File: src/rtl/pipelined_csel_adder.sv
// Pipelined carry-select adder/subtractor: one BLOCK-bit block resolved per stage,
// valid/ready on both ends, whole pipe freezes while the output is held.

module csel_block #(
  parameter int BLOCK = 8
) (
  input  logic [BLOCK-1:0] a_i,
  input  logic [BLOCK-1:0] b_i,
  input  logic             c_i,
  output logic [BLOCK-1:0] s_o,
  output logic             c_o
);
  assign {c_o, s_o} = {1'b0, a_i} + {1'b0, b_i} + {{BLOCK{1'b0}}, c_i};
endmodule

module pipelined_csel_adder #(
  parameter int WIDTH = 32,
  parameter int BLOCK = 8
) (
  input  logic             clk,
  input  logic             rst,
  input  logic             in_valid,
  output logic             in_ready,
  input  logic [WIDTH-1:0] A,
  input  logic [WIDTH-1:0] B,
  input  logic             Cin,
  input  logic             SUB,
  output logic             out_valid,
  input  logic             out_ready,
  output logic [WIDTH-1:0] S,
  output logic             Cout,
  output logic             overFlow,
  output logic             busy
);
  localparam int NBLK = WIDTH / BLOCK;

  logic             stall, acc;
  logic [WIDTH-1:0] beff;
  logic             ceff;
  logic [NBLK-1:0]  vld_pipe;

  assign stall    = out_valid && !out_ready;
  assign in_ready = !rst && !stall;
  assign acc      = in_valid && in_ready;
  assign beff     = SUB ? ~B : B;
  assign ceff     = SUB ? ~Cin : Cin;

  always_ff @(posedge clk) begin
    if (rst)         vld_pipe <= '0;
    else if (!stall) vld_pipe <= NBLK'({vld_pipe, acc});
  end

  for (genvar k = 0; k < NBLK; k++) begin : g_st
    localparam int LO = k * BLOCK;
    localparam int HI = LO + BLOCK;

    // a_in/b_in: operand bits not yet consumed; low block belongs to this stage
    logic [WIDTH-LO-1:0] a_in, b_in;
    logic [HI-1:0]       sum_d, sum_q;
    logic [BLOCK-1:0]    s_blk;
    logic                c_d, c_q, sa_d, sa_q, sb_d, sb_q;

    if (k == 0) begin : g_first
      assign a_in  = A;
      assign b_in  = beff;
      assign sa_d  = A[WIDTH-1];
      assign sb_d  = beff[WIDTH-1];
      csel_block #(.BLOCK(BLOCK)) u_add (
        .a_i(a_in[BLOCK-1:0]), .b_i(b_in[BLOCK-1:0]), .c_i(ceff), .s_o(s_blk), .c_o(c_d)
      );
      assign sum_d = s_blk;
    end else begin : g_sel
      logic [BLOCK-1:0] s0, s1;
      logic             c0, c1;
      assign a_in = g_st[k-1].g_op.a_q;
      assign b_in = g_st[k-1].g_op.b_q;
      assign sa_d = g_st[k-1].sa_q;
      assign sb_d = g_st[k-1].sb_q;
      csel_block #(.BLOCK(BLOCK)) u_c0 (
        .a_i(a_in[BLOCK-1:0]), .b_i(b_in[BLOCK-1:0]), .c_i(1'b0), .s_o(s0), .c_o(c0)
      );
      csel_block #(.BLOCK(BLOCK)) u_c1 (
        .a_i(a_in[BLOCK-1:0]), .b_i(b_in[BLOCK-1:0]), .c_i(1'b1), .s_o(s1), .c_o(c1)
      );
      assign s_blk = g_st[k-1].c_q ? s1 : s0;
      assign c_d   = g_st[k-1].c_q ? c1 : c0;
      assign sum_d = {s_blk, g_st[k-1].sum_q};
    end

    if (k < NBLK-1) begin : g_op
      logic [WIDTH-HI-1:0] a_q, b_q;
      always_ff @(posedge clk) begin
        if (rst) begin
          a_q <= '0;
          b_q <= '0;
        end else if (!stall) begin
          a_q <= a_in[WIDTH-LO-1:BLOCK];
          b_q <= b_in[WIDTH-LO-1:BLOCK];
        end
      end
    end

    always_ff @(posedge clk) begin
      if (rst) begin
        sum_q <= '0;
        c_q   <= 1'b0;
        sa_q  <= 1'b0;
        sb_q  <= 1'b0;
      end else if (!stall) begin
        sum_q <= sum_d;
        c_q   <= c_d;
        sa_q  <= sa_d;
        sb_q  <= sb_d;
      end
    end
  end

  assign out_valid = vld_pipe[NBLK-1];
  assign busy      = |vld_pipe;
  assign S         = g_st[NBLK-1].sum_q;
  assign Cout      = g_st[NBLK-1].c_q;
  assign overFlow  = (g_st[NBLK-1].sa_q == g_st[NBLK-1].sb_q) &&
                     (g_st[NBLK-1].sum_q[WIDTH-1] != g_st[NBLK-1].sa_q);
endmodule
File: config.mk
export PLATFORM = sky130hd
export DESIGN_NAME = pipelined_csel_adder
export DESIGN_NICKNAME = d
export VERILOG_FILES = /design/src/rtl/pipelined_csel_adder.sv
export SDC_FILE = /design/constraint.sdc
export NUM_CORES = 1
export LEC_CHECK = 0
export ABC_AREA = 1
export CAP_MARGIN = 20
export CELL_PAD_IN_SITES_DETAIL_PLACEMENT = 1
export CELL_PAD_IN_SITES_GLOBAL_PLACEMENT = 1
export CORE_ASPECT_RATIO = 0.9
export CORE_UTILIZATION = 44
export CTS_CLUSTER_SIZE = 30
export DETAILED_ROUTE_END_ITERATION = 8
export PLACE_DENSITY_LB_ADDON = 0.1
export SYNTH_ARGS = -nofsm -noshare
export SYNTH_HDL_FRONTEND = slang
export SYNTH_SLANG_ARGS = --single-unit
export TNS_END_PERCENT = 50
File: constraint.sdc
create_clock -name clk -period 6 [get_ports clk]
set_clock_uncertainty 0.2 [all_clocks]
set_input_delay 1.5 -clock clk [delete_from_list [all_inputs] [get_ports clk]]
set_output_delay 1.5 -clock clk [all_outputs]
set_load 0.05 [all_outputs]
# [Word-level counts from Yosys, hierarchy flattened]
# Index checks and enable logic that the tools add are counted.
[word_totals] register_bits=192 word_cells=51
[op_classes] n_addsub=8 eq_ne=2 mux=8 bitwise=2 n_reduce_logical=8
[op_table] operator="$add 8x8->9" count=4
[op_table] operator="$mux 32" count=1
[op_table] operator="$not 32->32" count=1
[op_table] operator="$add 9x1->9 const B" count=3
[op_table] operator="$mux 8" count=3
[op_table] operator="$add 9x1->9" count=1
[op_table] operator="$logic_and 1x1->1" count=4
[op_table] operator="$mux 1" count=4
[op_table] operator="$reduce_or 4->1" count=1
[op_table] operator="$logic_not 1->1" count=3
[op_table] operator="$eq 1x1->1" count=1
[op_table] operator="$ne 1x1->1" count=1
[op_table] operator="$not 1->1" count=1

# [Longest topological paths before layout]
# Gate-level depths: netlist of the first run.
[depth] word_depth=5 ltp_mapped=13 mapped_depth_nobuf=13

# [Modules after synthesis]
# A second synthesis of the first run with hierarchy kept.
[hier_totals] cells_unflattened=1439 hier_area_um2=10441.3
[by_module_without_submodules] module="pipelined_csel_adder" n_inst=1 cells_per_inst=1026 area_per_inst_um2=7752.4
[by_module_without_submodules] module="csel_block" n_inst=7 cells_per_inst=59 area_per_inst_um2=384.1

# [Least setup slack after synthesis of the first run]
# No wires, ideal clock.
[synth_path] kind="input to output" start="input out_ready" end="output in_ready" arrival_ns=2.416 required_time_ns=4.300 setup_slack_ns=1.884 path_stages=3 n_path_buf=1 path_cell_list="nor2_1 -> buf_2 -> nor2_1"
[synth_via] elab_chain_len=4
[synth_rtl] element="start, declared" line_no="29" text="input logic out_ready,"
[synth_rtl] element="$logic_not 1->1" line_no="42" text="assign stall = out_valid && !out_ready;"
[synth_rtl] element="$logic_and 1x1->1" line_no="42"
[synth_rtl] element="$logic_not 1->1"
[synth_rtl] element="$logic_and 1x1->1" line_no="43" text="assign in_ready = !rst && !stall;"
[synth_rtl] element="end, declared" line_no="23" text="output logic in_ready,"
# No other way between the ends.

# [Worst setup path after layout of the first run]
[layout_path] start="input rst" end="output in_ready"
[layout_via] elab_chain_len=2
[layout_rtl] element="start, declared" line_no="21" text="input logic rst,"
[layout_rtl] element="$logic_not 1->1" line_no="43"
[layout_rtl] element="$logic_and 1x1->1" line_no="43"
# No other way between the ends.

==> results.md, run 1 <==
- Run status: completed
- Synthesized-area fraction occupied by adder cells: 0.0612
- Non-filler instance count after layout: 1,485
- Final Cycle Share: 0.816
- Warnings from Yosys: 0
- Simple logic cell fraction of the synthesized area: 0.214
- Reg clk slew, reported paths: 0.07 ns
- RR Startpoint: g_st[0].g_op.a_q[0]$_SDFFE_PP0N_
- CP startpoint kind: input pin
- Hold buffers post-CTS: 0
- Yosys top cell by area: dfxtp_1
- ANT nets after route: 0
- I/O pin cnt: 107
- Min-delay worst type: flop to flop
- Gpl congestion: 0.819
- Fin crit period: 4.90 ns
- I/O Buffers: 106
- Global route overflow: 0
- Placed wire-length estimate: ~15 mm
- Core box area: about 0.019 mm2
- Initial DRC count: between 300 and 400
- CTS Root Cell: clkbuf_16
- First-pass GRT wire length: roughly 36 mm
- Top-count cell post-synth: nor2_1
- Final Power: 0.00302 W
- Slew HR: 0.429
- RR Endpoint: g_st[1].c_q$_SDFFE_PP0N_
- DRC Markers: 0
- FF+latch count, synth: 186
- Post-route cell area: 0.0104 mm2
- Nets: between 1,000 and 1,500
- Final Hold Fails: 0
- Clock power frac: 0.377
- Post-Syn Instances: 1,153
- Placed Cells: 1,453
- Slew @ Worst Pin: roughly 0.86 ns
- Worst EP required: 4.30 ns
- Endpoints failing setup: 0
- Die area: roughly 0.020 mm2
- Mapped Nets: 1,262
- Number of global-route vias before repair: 7,493
- Most frequent cells after synthesis: nor2_1 (250), o21ai_0 (188), dfxtp_1 (186)
- Initial antenna violation count: 0
- Main combinational cell family by area after synthesis: simple AND/OR/NAND/NOR gates
- GRT Util Overall: 0.224
- Max-slew violation count: 0
- Compound-Gate Fraction of Synth Area: 0.163
- Worst vdd ir: 197 uV
- Cell Pwr Density: approximately 290 mW/mm2
- Clk sinks: between 150 and 200
- CTS tree: yes
- WP data arrival: 3.20 ns
- FMAX: 204 MHz
- Seq pwr share: 0.460
- Via total after detailed routing: 7,519
- Pin count of the biggest net entering global routing: 112
- NetSw: 0.000890 W
- Synth async-reset ratio: 0
- Critical path launch point: rst
- RSZ-0062 raised after global routing: false
- Mux share of post-synthesis cell area: 0.00350
- Switching part of the total: 0.295
- Number of synthesized flops with an enable pin: 0
- Crit Path Class: input pin to output port
- Endpoint type of the worst setup path: output port
- WL per Instance: 14.4 um
- Most area-consuming cells after synthesis: dfxtp_1 (43%), o21ai_0 (11%), nor2_1 (11%)
- Share of cells above drive strength 1: 0.0462
- P_leak: 4.81 nW
- Drt pass-1 iters: 4
- N_diodes: 0
- Combinational power share: 0.163
- Distinct cells, synth: 28
- Placed Instance Area: 0.00978 mm2
- R2R cell count: 12
- Total CTS buffers: 17
- Final wirelength: 21.3 mm
- Setup repair bufs after CTS: 0
- Crit path capture: in_ready
- Area fraction of the dominant cell type after synthesis: 0.434
- Hold Path Origin: g_st[0].g_op.b_q[12]$_SDFFE_PP0N_
- Final setup TNS: 0 ns
- Most used DFF post-synth: dfxtp_1
- H-tree depth: 4
- Die height: 134 um
- Clock Tree Buf Depth: 2
- Layout area overhead: 20.9%
- XOR/XNOR share of the synthesized area: 0.0572
- Post-cts repair resize count: 0
- Initial Util: 0.448
- Cell Area, Synth: 0.00858 mm2
- Critical path fanouts, max: 8
- Clock Latency Late Sink: 0.43 ns
- Register area share after synthesis: 0.434
- Routed vias/inst: 5.06
- Internal power: 0.00213 W
- Die Span X: 149 um
- Core Util, Final: 0.542
- Number of max-cap violations: 0
- Core Rows: 48
- R2r setup slk: 3.52 ns
- Filler instances: 2,421
- Avg Inst Size Synth: 7.44 um2
-- power by group through the flow --
stage / Sequential, W / Clock (W) / Combinational (W)
after floorplan: 0.00145 / 0 / 0.000286
after global placement: 0.00141 / 0 / 0.000477
after detailed placement: 0.00142 / 0 / 0.000493
after CTS: 0.00139 / 0.00117 / 0.000499
after global routing: 0.00140 / 0.00122 / 0.000553
final: 0.00139 / 0.00114 / 0.000492
-- placed cells by master, fill, tap and decap left out, types with 3 or more instances in the layout --
cell type,n
clkinvlp_4,3
dfxtp_1,186
nor2_2,6
inv_8,5
nand2_2,3
nand4_1,18
buf_4,5
inv_1,80
nand2_1,123
clkdlybuf4s50_1,105
xnor2_1,42
o21ai_0,188
o21bai_1,4
inv_6,3
xor2_1,14
clkbuf_16,17
nand3_2,3
nor2_4,3
a21oi_1,83
fa_1,5
ha_1,34
nand3_1,40
mux2i_1,3
nor2_1,249
-- per-stage QoR --
stage          hold WS, ns  worst slack [ns]
6_report             0.248              1.10
5_1_grt              0.281              1.02
4_1_cts              0.252              1.06
3_5_place_dp         0.241              1.07
3_3_place_gp         0.229              1.08
2_1_floorplan        0.220              1.88
-- worst min path at each step --
stage	slack, ns	depth (start not counted)	end
floorplan	0.22	2	g_st[1].g_op.b_q[4]$_SDFFE_PP0N_
global placement	0.23	2	g_st[1].g_op.b_q[10]$_SDFFE_PP0N_
detailed placement	0.24	2	g_st[1].g_op.b_q[4]$_SDFFE_PP0N_
CTS	0.25	2	g_st[1].g_op.b_q[4]$_SDFFE_PP0N_
global route	0.28	2	g_st[1].g_op.b_q[7]$_SDFFE_PP0N_
finish	0.25	2	g_st[1].g_op.b_q[4]$_SDFFE_PP0N_
-- kinds of logic after synthesis --
family                   after synthesis
buffers and inverters                145
XOR/XNOR                              56
AO/OA/AOI/OAI                        277
adder cells (fa/ha/maj)               39
AND/OR/NAND/NOR                      447
flip-flops                           186
multiplexers                           3
-- area by class of cell --
type                       instances  area [um2]  share of cell area
timing repair buffer             113        1130               0.109
tap                              250         313              0.0301
inverter                          82         315              0.0304
multi-input combinational        822        4290               0.413
clock inverter                    15         176              0.0170
sequential                       186        3720               0.359
clock buffer                      17         425              0.0410
-- flip-flops by register name, summed over array words and instances, names as in the netlist --
register and flops:
g_st.g_op.a_q 48, g_st.g_op.b_q 48, g_st.sum_q 48, S 32
vld_pipe 4, g_st.c_q 3, Cout 1, g_st.sa_q 1
g_st.sb_q 1
-- worst max-delay path, cell delays in order --
cell             delay (ns)
clkdlybuf4s50_1        0.40
buf_4                  0.18
nor2_1                 0.25
clkdlybuf4s50_1        0.86
-- routing by layer --
metal,share of wire,vias up,wire length (um),GRT usage
li1,-,3890,-,-
met1,0.49,3503,10400,0.299
met2,0.47,114,10100,0.377
met3,0.032,12,679,0.0405
met4,0.0080,0,170,0.0454
met5,0,-,0,0
Note: power is estimated with default switching activity, not from simulation.
==> inputs of run 2 (changes only) <==
- CORE_UTILIZATION: 44 -> 37
- clock period: 6 -> 4.34 ns (I/O delays scaled with it)
==> run 2 against run 1 <==
Effect of this change:
- hold slack better by 0.0035 ns
- routed wire length is 3.9% lower
- power increased by 39%
==> results.md, run 2 (synthesized netlist as in run 1, its figures left out) <==
- Via total after detailed routing: 7,308 (-2.8%)
- Placed wire-length estimate: 14.4 mm (-0.98%)
- Initial DRC count: 344 (-1.1%)
- Clk sinks: 186 (unchanged)
- CP peak stage delay: 0.51 ns (-0.35 ns)
- Internal power: 0.00296 W (+39%)
- Seq pwr share: 0.456 (-0.004)
- GRT Util Overall: 0.182 (-0.0414)
- Hold_ws: 0.252 ns (+0.00354 ns)
- RSZ-0062 raised after global routing: false
- P_leak: 4.84 nW (+0.65%)
- Total CTS buffers: 17 (unchanged)
- FMAX: 284 MHz
- CTS Root Cell: clkbuf_16
- NetSw: 0.00125 W (+40%)
- Endpoints failing setup: 0 (unchanged)
- Placed Instance Area: 0.00985 mm2 (+0.81%)
- Worst EP required: 3.05 ns (-1.25 ns)
- Number of global-route vias before repair: 7,264 (-3.1%)
- Cell Pwr Density: 402 mW/mm2 (+38%)
- WP data arrival: 2.24 ns (-0.96 ns)
- Final Cycle Share: 0.812
- I/O Buffers: 106 (unchanged)
- N_diodes: 0 (unchanged)
- Core box area: 0.0226 mm2 (+18%)
- Die Span X: 163 um (+8.9%)
- Most frequent cells in the layout: nor2_1 (249), o21ai_0 (188), dfxtp_1 (186), nand2_1 (123), clkdlybuf4s50_1 (104)
- H-tree depth: 4 (unchanged)
- Setup repair bufs after CTS: 0 (unchanged)
- Crit-path cells: clkdlybuf4s50_1 -> nor2_4 -> nor2_1 -> buf_4
- WL per Instance: 13.4 um (-7.0%)
- Final Hold Fails: 0 (unchanged)
- Run status: completed
- Combinational power share: 0.160 (-0.003)
- Global route overflow: 0 (unchanged)
- Min-delay worst type: flop to flop
- Share of cells above drive strength 1: 0.0493 (+0.00312)
- Reg clk slew, reported paths: 0.08 ns (about the same)
- ANT nets after route: 0 (unchanged)
- Gpl congestion: 0.755 (-7.7%)
- Slew @ Worst Pin: 0.683 ns (-0.174 ns)
- Hold buffers post-CTS: 0 (unchanged)
- Clock power frac: 0.384 (+0.007)
- Core Util, Final: 0.463 (-0.0791)
- Slew HR: 0.544 (+0.116)
- DRC Markers: 0 (unchanged)
- Post-route cell area: 0.0105 mm2 (+0.92%)
- Die height: 146 um (+8.9%)
- Multi-input gate area: 0.00429 mm2 (unchanged)
- Largest registers: g_st.g_op.a_q: 48 flops, g_st.g_op.b_q: 48 flops, g_st.sum_q: 48 flops
- Routed vias/inst: 4.76 (-6.0%)
- R2r setup slk: 1.87 ns (-1.65 ns)
- RR Startpoint: g_st[1].g_op.a_q[0]$_SDFFE_PP0N_
- Max-slew violation count: 0 (unchanged)
- Layout area overhead: 22.0%
- RR Endpoint: g_st[2].c_q$_SDFFE_PP0N_
- Most common cell after layout, fill and taps aside: nor2_1
- Drt pass-1 iters: 4 (unchanged)
- Number of max-cap violations: 0 (unchanged)
- Post-cts repair resize count: 0 (unchanged)
- Initial Util: 0.379 (-0.0689)
- Nets: 1,334 (+0.23%)
- Slowest-stage cell, CP: clkdlybuf4s50_1
- Pin count of the biggest net entering global routing: 103 (-8.0%)
- Clock Latency Late Sink: 0.43 ns (about the same)
- Die area: 0.0238 mm2 (+19%)
- Final setup TNS: 0 ns (unchanged)
- Worst Hold End: g_st[1].g_op.b_q[4]$_SDFFE_PP0N_
- Clock Tree Buf Depth: 2 (unchanged)
- Filler instances: 2,806 (+16%)
- CP startpoint kind: input pin
- Hold Crit Depth: 2 (unchanged)
- Endpoint type of the worst setup path: output port
- CTS tree: yes
- First-pass GRT wire length: 35.4 mm (-1.8%)
- Switching part of the total: 0.297 (+0.00207)
- Fin crit period: 3.53 ns
- Worst vdd ir: 242 uV (+23%)
- Crit Path Class: input pin to output port
- I/O pin cnt: 107 (unchanged)
- Hold Path Origin: g_st[0].g_op.b_q[12]$_SDFFE_PP0N_
- R2R cell count: 12 (unchanged)
- Critical path fanouts, max: 2 (-6)
- Core Rows: 52 (+8.3%)
- Seq. cell area: 0.00372 mm2 (unchanged)
- Initial antenna violation count: 0 (unchanged)
- Final wirelength: 20.5 mm (-3.9%)
run 2: cell types whose count changed in the layout (fill, tap and decap cells not counted), sizes merged:
cell / delta
clkinvlp: -3
buf: +4
inv: +3
clkdlybuf4s50: -1
run 2: worst max-delay path, delay by kind of cell:
family,cells,cell delay (ns)
buffers and inverters,2,0.79
and+or+nand+nor,2,0.36
run 2: area by class of cell:
type / count / area share
Clock buffer: 17 / 0.0406
Clock inverter: 15 / 0.0184
Inverter: 82 / 0.0301
Multi-Input combinational cell: 822 / 0.410
Sequential cell: 186 / 0.356
Tap cell: 297 / 0.0355
Timing Repair Buffer: 116 / 0.110
run 2: stage by stage:
| step | setup slack [ns] | total power, W | instances |
|---|---|---|---|
| floorplan | 0.662 | 0.00240 | 1153 |
| global placement | 0.571 | 0.00262 | 1503 |
| detailed placement | 0.492 | 0.00264 | 1503 |
| CTS | 0.810 | 0.00426 | 1535 |
| global route | 0.819 | 0.00444 | 1535 |
| finish | 0.814 | 0.00421 | 1535 |
run 2: worst max-delay path by stage:
stage / startpoint / to / slack (ns) / depth (start not counted)
2_1_floorplan: SUB / g_st[0].sum_q[6]$_SDFFE_PP0N_ / 0.66 / 12
3_3_place_gp: B[0] / g_st[0].sum_q[6]$_SDFFE_PP0N_ / 0.57 / 11
3_5_place_dp: B[0] / g_st[0].sum_q[6]$_SDFFE_PP0N_ / 0.49 / 11
4_1_cts: out_ready / in_ready / 0.81 / 4
5_1_grt: B[0] / g_st[0].sum_q[6]$_SDFFE_PP0N_ / 0.82 / 11
6_report: out_ready / in_ready / 0.81 / 4
run 2: routing by layer:
| layer | track usage | wire length [um] | vias to the layer above | share of wire |
|---|---|---|---|---|
| li1 | - | - | 3895 | - |
| met1 | 0.260 | 11200 | 3322 | 0.54 |
| met2 | 0.281 | 8700 | 85 | 0.42 |
| met3 | 0.0389 | 529 | 6 | 0.026 |
| met4 | 0.0393 | 125 | 0 | 0.0061 |
| met5 | 0 | 0 | - | 0 |
run 2: power by group through the flow:
stage / clock network (W) / logic, W / registers (W)
after floorplan: 0 / 0.000396 / 0.00200
after global placement: 0 / 0.000665 / 0.00196
after detailed placement: 0 / 0.000678 / 0.00196
after CTS: 0.00166 / 0.000683 / 0.00192
after global routing: 0.00174 / 0.000759 / 0.00194
final: 0.00162 / 0.000672 / 0.00192
==> inputs of run 3 (changes only) <==
- clock period: 4.34 -> 2.9 ns (I/O delays scaled with it)
==> run 3 against run 2 <==
Effect of this change:
- sequential power grew 50%
- register-to-register slack got worse by 1.5 ns
- sequential share of layout area shrank 0.49 points
- critical path type is now input pin to flop
- largest power group unchanged
- highest routed layer unchanged
==> results.md, run 3 (synthesized netlist as in run 1, its figures left out) <==
- Final Cycle Share: 0.918
- RSZ-0062 raised after global routing: false
- Seq. cell area: 0.00372 mm2 (unchanged)
- Reg clk slew, reported paths: 0.08 ns (about the same)
- Share of cells above drive strength 1: 0.0630 (+0.0138)
- Critical path fanouts, max: 2 (unchanged)
- Slew HR: 0.622 (+0.0774)
- Placed Instance Area: 0.0100 mm2 (+1.9%)
- Setup repair bufs after CTS: 0 (unchanged)
- Min-delay worst type: flop to flop
- Clk sinks: 186 (unchanged)
- Nets: 1,349 (+1.1%)
- WP data arrival: 2.80 ns (+0.56 ns)
- Worst vdd ir: 262 uV (+8.1%)
- Crit Path Class: input pin to flop
- Placed wire-length estimate: 15.0 mm (+4.2%)
- Most common cell after layout, fill and taps aside: nor2_1
- FMAX: around 380 MHz
- Largest registers: g_st.g_op.a_q: 48 flops, g_st.g_op.b_q: 48 flops, g_st.sum_q: 48 flops
- CTS tree: yes
- First-pass GRT wire length: 35.7 mm (+0.80%)
- Gpl congestion: 0.807 (+6.8%)
- CP Buf/Inv Count: 2 (unchanged)
- Cell Pwr Density: 584 mW/mm2 (+45%)
- Delay-heaviest family, CP: adder cells
- Fin crit period: around 2.7 ns
- Slew @ Worst Pin: 0.565 ns (-0.118 ns)
- Total CTS buffers: 17 (unchanged)
- Endpoints failing setup: 0 (unchanged)
- Number of max-cap violations: 0 (unchanged)
- Die height: 146 um (unchanged)
- Clock Latency Late Sink: 0.43 ns (about the same)
- I/O pin cnt: 107 (unchanged)
- WL per Instance: 13.5 um (+0.74%)
- Routed vias/inst: 4.82 (+1.3%)
- Placed Cells: 1,518 (+1.0%)
- Initial antenna violation count: 0 (unchanged)
- Die Span X: 163 um (unchanged)
- Endpoint type of the worst setup path: flop
- Drt pass-1 iters: 4 (unchanged)
- Final wirelength: 20.9 mm (+1.7%)
- Number of global-route vias before repair: 7,339 (+1.0%)
- Run status: completed
- Final setup TNS: 0 ns (unchanged)
- Core Rows: 52 (unchanged)
- Crit-path cells: clkdlybuf4s50_1 -> xnor2_1 -> fa_2 -> fa_2 -> o21ai_2 -> a21oi_1 -> o21bai_1 -> xor2_1 -> nand2_1 -> nand2_1 -> inv_1
- Layout area overhead: 23.7%
- N_diodes: 0 (unchanged)
- CTS Root Cell: clkbuf_16
- Filler instances: 2,847 (+1.5%)
- GRT Util Overall: 0.185 (+0.00255)
- Clock Tree Buf Depth: 2 (unchanged)
- Multi-input gate area: 0.00430 mm2 (+0.20%)
- Initial Util: 0.379 (unchanged)
- DRC Markers: 0 (unchanged)
- Slowest-stage cell, CP: clkdlybuf4s50_1
- Final Hold Fails: 0 (unchanged)
- H-tree depth: 4 (unchanged)
- CP peak stage delay: 0.41 ns (-0.10 ns)
- Post-route cell area: 0.0106 mm2 (+1.4%)
- I/O Buffers: 106 (unchanged)
- CP startpoint kind: input pin
- Pin count of the biggest net entering global routing: 99 (-3.9%)
- Most frequent cells in the layout: nor2_1 (249), o21ai_0 (187), dfxtp_1 (186), nand2_1 (123), clkdlybuf4s50_1 (103)
- Non-filler instance count after layout: 1,550 (+0.98%)
- Die area: 0.0238 mm2 (unchanged)
- Global route overflow: 0 (unchanged)
- Core box area: 0.0226 mm2 (unchanged)
- Via total after detailed routing: 7,472 (+2.2%)
- Max-slew violation count: 0 (unchanged)
- P_leak: 4.91 nW (+1.4%)
- Worst EP required: 3.04 ns (about the same)
- Initial DRC count: 316 (-8.1%)
- ANT nets after route: 0 (unchanged)
## run 3: cell types whose count changed in the layout (fill, tap and decap cells not counted), sizes merged
cell,previous run,this run
buf,12,27
bufinv,1,0
clkdlybuf4s50,104,103
clkinvlp,0,3
dlygate4sd2,0,1
inv,92,90
## run 3: power breakdown
group / switching [W] / leakage, nW / total [W] / internal [W]
clock: 0.00114 / 0.276 / 0.00229 / 0.00115
sequential: 0.000114 / 1.53 / 0.00288 / 0.00276
combinational: 0.000598 / 3.11 / 0.00103 / 0.000434
## run 3: layer usage
layer  vias to the layer above  GRT usage  wire [um]
met5                         -          0          0
met4                         0     0.0439        165
met3                        11     0.0318        516
met2                        81      0.295       9320
met1                      3449      0.258      10900
li1                       3931          -          -
## run 3: what timing repair did
| item | 4_1_cts | 5_1_grt |
|---|---|---|
| hold buffers | 0 | 0 |
| gates resized for setup | 1 | 0 |
| endpoints found under the setup margin | 1 | 0 |
## run 3: through the flow
step	power [W]	setup slack [ns]	hold WS [ns]	util
2_1_floorplan	0.00360	0.00139	0.220	-
3_3_place_gp	0.00395	-0.169	0.233	0.443
3_5_place_dp	0.00398	-0.224	0.238	0.443
4_1_cts	0.00629	0.202	0.251	0.469
5_1_grt	0.00654	0.0813	0.282	0.469
6_report	0.00620	0.238	0.245	0.469
## run 3: path summary, 6_finish.rpt
path	start	to	slack, ns	cells past startpoint
setup / recovery	B[0]	g_st[0].sum_q[6]$_SDFFE_PP0N_	0.24	11
hold reg to reg	g_st[0].g_op.b_q[18]$_SDFFE_PP0N_	g_st[1].g_op.b_q[10]$_SDFFE_PP0N_	0.24	2
setup reg to reg	g_st[1].g_op.a_q[0]$_SDFFE_PP0N_	g_st[2].c_q$_SDFFE_PP0N_	0.40	12
hold / removal	g_st[0].g_op.b_q[18]$_SDFFE_PP0N_	g_st[1].g_op.b_q[10]$_SDFFE_PP0N_	0.24	2
## run 3: area by class of cell
type | count | share of cell area
Clock buffer | 17 | 0.0401
Clock inverter | 15 | 0.0148
Multi-Input combinational cell | 822 | 0.405
Inverter | 82 | 0.0297
Timing Repair Buffer | 131 | 0.125
Tap cell | 297 | 0.0350
Sequential cell | 186 | 0.351
## run 3: worst min-delay path, cell delays in order, from the launching register on
cell and delay, ns:
dfxtp_1 0.31, inv_1 0.05, a21oi_1 0.05
